`src/rtl/coeff_unpacker.sv`:
```
// coeff_unpacker: unpacks an LSB-first 32-bit word stream into COEFF_W-bit coefficients,
// either raw or centred-binomial decoded modulo Q.
module coeff_unpacker #(
    parameter int COEFF_W = 2,
    parameter int N_COEFF = 256,
    parameter int Q       = 3329
) (
    input  logic        clk,
    input  logic        rst_n,
    input  logic        cbd_mode,
    input  logic [31:0] in_data,
    input  logic        in_valid,
    output logic        in_ready,
    output logic [11:0] out_coeff,
    output logic        out_valid,
    input  logic        out_ready,
    output logic        out_last
);
    localparam int N_WORDS = (N_COEFF * COEFF_W + 31) / 32;
    localparam int ETA     = COEFF_W / 2;
    localparam int CW      = $clog2(N_COEFF + 1);
    localparam int WW      = $clog2(N_WORDS + 1);

    typedef enum logic {IDLE, RUN} state_t;

    state_t          state, state_next;
    logic [63:0]     buffer, buffer_next, shifted;
    logic [6:0]      fill, fill_next, fill_shifted;
    logic [CW-1:0]   coeff_cnt, coeff_cnt_next;
    logic [WW-1:0]   word_cnt, word_cnt_next;
    logic            mode, mode_next;
    logic            take_in, take_out;
    logic [3:0]      a, b;

    assign take_in  = in_valid && in_ready;
    assign take_out = out_valid && out_ready;

    always_ff @(posedge clk) begin
        if (!rst_n) begin
            state     <= IDLE;
            buffer    <= '0;
            fill      <= '0;
            coeff_cnt <= '0;
            word_cnt  <= '0;
            mode      <= 1'b0;
        end else begin
            state     <= state_next;
            buffer    <= buffer_next;
            fill      <= fill_next;
            coeff_cnt <= coeff_cnt_next;
            word_cnt  <= word_cnt_next;
            mode      <= mode_next;
        end
    end

    always_comb begin
        state_next = state;
        if (state == IDLE && take_in)
            state_next = RUN;
        else if (take_out && out_last)
            state_next = IDLE;
    end

    // Buffer above fill is always zero, so IDLE loads reuse the generic append path at fill 0.
    always_comb begin
        shifted        = take_out ? buffer >> COEFF_W : buffer;
        fill_shifted   = take_out ? fill - 7'(COEFF_W) : fill;
        buffer_next    = take_in ? shifted | ({32'b0, in_data} << fill_shifted) : shifted;
        fill_next      = take_in ? fill_shifted + 7'd32 : fill_shifted;
        word_cnt_next  = word_cnt + WW'(take_in);
        coeff_cnt_next = coeff_cnt + CW'(take_out);
        mode_next      = mode;
        if (state == IDLE) begin
            mode_next      = take_in ? cbd_mode : mode;
            word_cnt_next  = take_in ? WW'(1) : '0;
            coeff_cnt_next = '0;
        end else if (take_out && out_last) begin
            buffer_next = '0;
            fill_next   = '0;
        end
    end

    always_comb begin
        in_ready  = state == IDLE || (fill <= 7'd32 && word_cnt < WW'(N_WORDS));
        out_valid = state == RUN && fill >= 7'(COEFF_W);
        out_last  = out_valid && coeff_cnt == CW'(N_COEFF - 1);
        a = '0;
        b = '0;
        for (int i = 0; i < ETA; i++) begin
            a = a + {3'b0, buffer[i]};
            b = b + {3'b0, buffer[ETA + i]};
        end
        out_coeff = !mode ? 12'(buffer[COEFF_W-1:0]) :
                    a >= b ? 12'(a - b) : 12'(Q) - 12'(b - a);
    end
endmodule

```
`config.mk`:
```
export PLATFORM = sky130hd
export DESIGN_NAME = coeff_unpacker
export DESIGN_NICKNAME = d
export VERILOG_FILES = /design/src/rtl/coeff_unpacker.sv
export SDC_FILE = /design/constraint.sdc
export NUM_CORES = 1
export LEC_CHECK = 0
export BUFFER_PORTS_ARGS = -buffer_cell sky130_fd_sc_hd__clkbuf_2
export CAP_MARGIN = 20
export CORE_AREA = 2 2 120 122
export DETAILED_ROUTE_END_ITERATION = 6
export DIE_AREA = 0 0 122 124
export GPL_TIMING_DRIVEN = 1
export MAX_ROUTING_LAYER = met4
export PLACE_DENSITY = 0.71
export SLEW_MARGIN = 25
export SYNTH_ARGS = -nofsm -noshare
export SYNTH_HDL_FRONTEND = slang
export SYNTH_SLANG_ARGS = --single-unit
```
`constraint.sdc`:
```
create_clock -name clk -period 3.6 [get_ports clk]
set_input_delay 0.72 -clock clk [delete_from_list [all_inputs] [get_ports clk]]
set_output_delay 0.72 -clock clk [all_outputs]
set_load 0.005 [all_outputs]
```
==> results.cfg <==
[floorplanning]
core_region_area_sq_um = 13700
die_w_microns = 122
initial_core_util_pct = 48.5
rows = 43
die_h_microns = 124
dieArea_sq_um = 15100
pin_count = 52

[pwr]
power.switching_w = 0.00170
seqPwrFrac_pct = 29.2
p_comb_share_pct = 45.9
total_leakage_power_nw = 2.97
internal_power_w = 0.00242
p_clk_share_pct = 24.9
total_power_w = 0.00412
irDropWorstVdd_uv = 266
power_density_nw_per_um2 = 550
switching_share_pct = 41.3

[run]
cap_violations = 0

[setup_path]
slowest_delay_ns = 0.64
crit_path_max_fanout = 25
r2r_setup_slack_ns = 0.24
r2r_end = buffer[49]
crit_slowest_cell = a211oi_1
critPathKind = flip-flop to flip-flop
startpoint_type = flip-flop
crit_path_end = buffer[49]
arrival_ns = 3.59
cp_cell_sequence = inv_1 -> ha_1 -> nor3b_4 -> a21oi_1 -> buf_4 -> a21o_2 -> a211oi_1 -> nor2_1 -> a22o_1 -> a221o_1
startpoint = fill[1]
rr_startpoint = fill[1]
worstRegToRegCells = 10
cp.required_ns = 3.84
crit_path_end_kind = flip-flop

[synth]
ys_seq_area_share_pct = 25.9
syn_inst = 863
synth_edf_count = 0
synth_area_leaders = dfxtp_1, mux2i_1, nand2_1
ys_async_sr_fraction_pct = 0
synth_most_common_cell = nand2_1
ys.flop_type = dfxtp_1
synth.distinct_cells = 78
syn_avg_cell_area_sq_um = 7.71
ys_warn_count = 0
syn-cell-area_sq_um = 6650
synth-seq-cells = 86
synth_common_cells = nand2_1, dfxtp_1, nor2_1
yosys.area.top_type_share_pct = 25.9
yosysTopAreaCell = dfxtp_1

[clocking]
cts_tree = built
clock-sinks = 86
clockBufferDepth = 2
cts_setup_buffers = 0
clockRootBuffer = clkbuf_16
ctsHoldBuffers = 0
htreeDepth = 3
cts_made_buffers = 9
clkTransAtPathRegs_ns = 0.07
clk_latency_ns = 0.35
cts_resized = 0

[drt]
wl_met2_microns = 10600
routed.top_layer = met4
drt_iter0_drc = 1013
wl_per_cell_microns = 22.6
route.detailed.drc = 0
wirelength_microns = 24400
via_count = 7295
dr_wl_met3_microns = 2400
wl_met1_microns = 10200
drt-vias-per-instance = 6.74
drtAntennaViolNets = 0
firstDrtPassIters = 6

[timing]
timing.setup.tns_ns = 0
skew_ns = 0.00815
setup_viol = 0
post-route-period-util_pct = 93.2
fmax_ghz = 0.298
relSlewSlack_pct = 47.0
whs_ns = 0.476
tightestPinTransition_ns = 0.795
rsz0062_at_grt = no
hold_viol_final = 0
min_period_ns = 3.36
slew_violations = 0

[finish]
finalNetCount = 940
fin_util_pct = 54.6
design_area_sq_um = 7490
n_fill_cell = 1320
drive_above_1_share_pct = 17.2
area_growth_pct = 12.6
diodes = 0
register_area_sq_um = 1720
multi_input_area_sq_um = 4530

[status]
status = finished clean

[grt]
antenna_found_initial = 0
grt_pass1_vias = 6724
grt_max_degree = 64
gr-total-overflow = 0
grt_pass1_wl_microns = 38500
grt_usage_pct = 34.1

[placement]
routabilityCongestion = 1.04
hpwlAfterDp_microns = 18400
port_buffers = 44
place_area_sq_um = 7170

[worst_hold_path]
hold_depth = 2
hold_path.class = flip-flop to flip-flop
[placed cells by master, fill, tap and decap left out, types with 13 or more instances in the layout]
master    instances
a21oi_1          32
mux2i_1          42
mux4_2           14
a211oi_1         41
nor3_1           18
nand2_1          99
and3_1           13
dfxtp_1          86
inv_1            14
clkbuf_2         44
o211ai_1         16
a31oi_1          34
nand3_1          45
o21ai_0          61
buf_4            50
and2_1           19
nor2_1           71
o22ai_1          13
[area by class of cell]
type	instances	share of cell area, %
flip-flops and latches	86	23.0
clock buffers	10	3.06
clock inverters	6	1.25
multi-input cells	689	60.5
well taps	180	3.01
repair buffers	96	8.49
inverters	15	0.752
[worst max-delay path, delay by kind of cell, from the launching register on]
| family | cells | cell delay, ns |
|---|---|---|
| AOI/OAI and AO/OA | 5 | 1.70 |
| and+or+nand+nor | 2 | 0.58 |
| buffers and inverters | 2 | 0.36 |
| DFF | 1 | 0.32 |
| adders and majority gates | 1 | 0.25 |
[worst min path at each step]
stage	start	to	slack, ns
after detailed placement	buffer[2]	buffer[2]	0.47
after global placement	buffer[16]	buffer[14]	0.46
final	buffer[2]	buffer[0]	0.48
after CTS	buffer[2]	buffer[0]	0.48
after floorplan	coeff_cnt[7]	coeff_cnt[7]	0.45
after global routing	buffer[13]	buffer[11]	0.50
[sequential cells by signal, indices dropped and copies added (netlist names)]
register	flops
buffer	64
coeff_cnt	9
mode	1
fill	6
state	1
word_cnt	5
[kinds of logic (layout without fill, tap and decap cells)]
kind of cell,count (synthesis),count (layout),share of synthesized area [%]
multiplexers,61,61,11.9
other,1,7,0.0564
AO/OA/AOI/OAI,293,293,30.6
adder cells (fa/ha/maj),6,6,1.13
flip-flops,86,86,25.9
buffers and inverters,94,127,6.58
XOR/XNOR,10,10,1.32
AND/OR/NAND/NOR,312,312,22.6
[metal layers]
| layer | global-route usage [%] | vias to the layer above |
|---|---|---|
| li1 | - | 3326 |
| met1 | 45.2 | 3393 |
| met2 | 50.4 | 470 |
| met3 | 5.77 | 106 |
| met4 | 16.3 | 0 |
| met5 | - | - |
[power by group through the flow]
stage | registers [W] | logic, W | clock network, W
final | 0.00120 | 0.00189 | 0.00102
after global routing | 0.00122 | 0.00202 | 0.00107
after CTS | 0.00120 | 0.00183 | 0.00103
after detailed placement | 0.00122 | 0.00182 | 0
after global placement | 0.00122 | 0.00182 | 0
after floorplan | 0.00118 | 0.00126 | 0
[stage by stage]
step                instances  setup WS (ns)
floorplan                 869          0.218
global placement         1066          0.365
detailed placement       1066          0.335
CTS                      1082          0.321
global route             1082         0.0910
finish                   1082          0.243
Note: power is estimated with default switching activity, not from simulation.
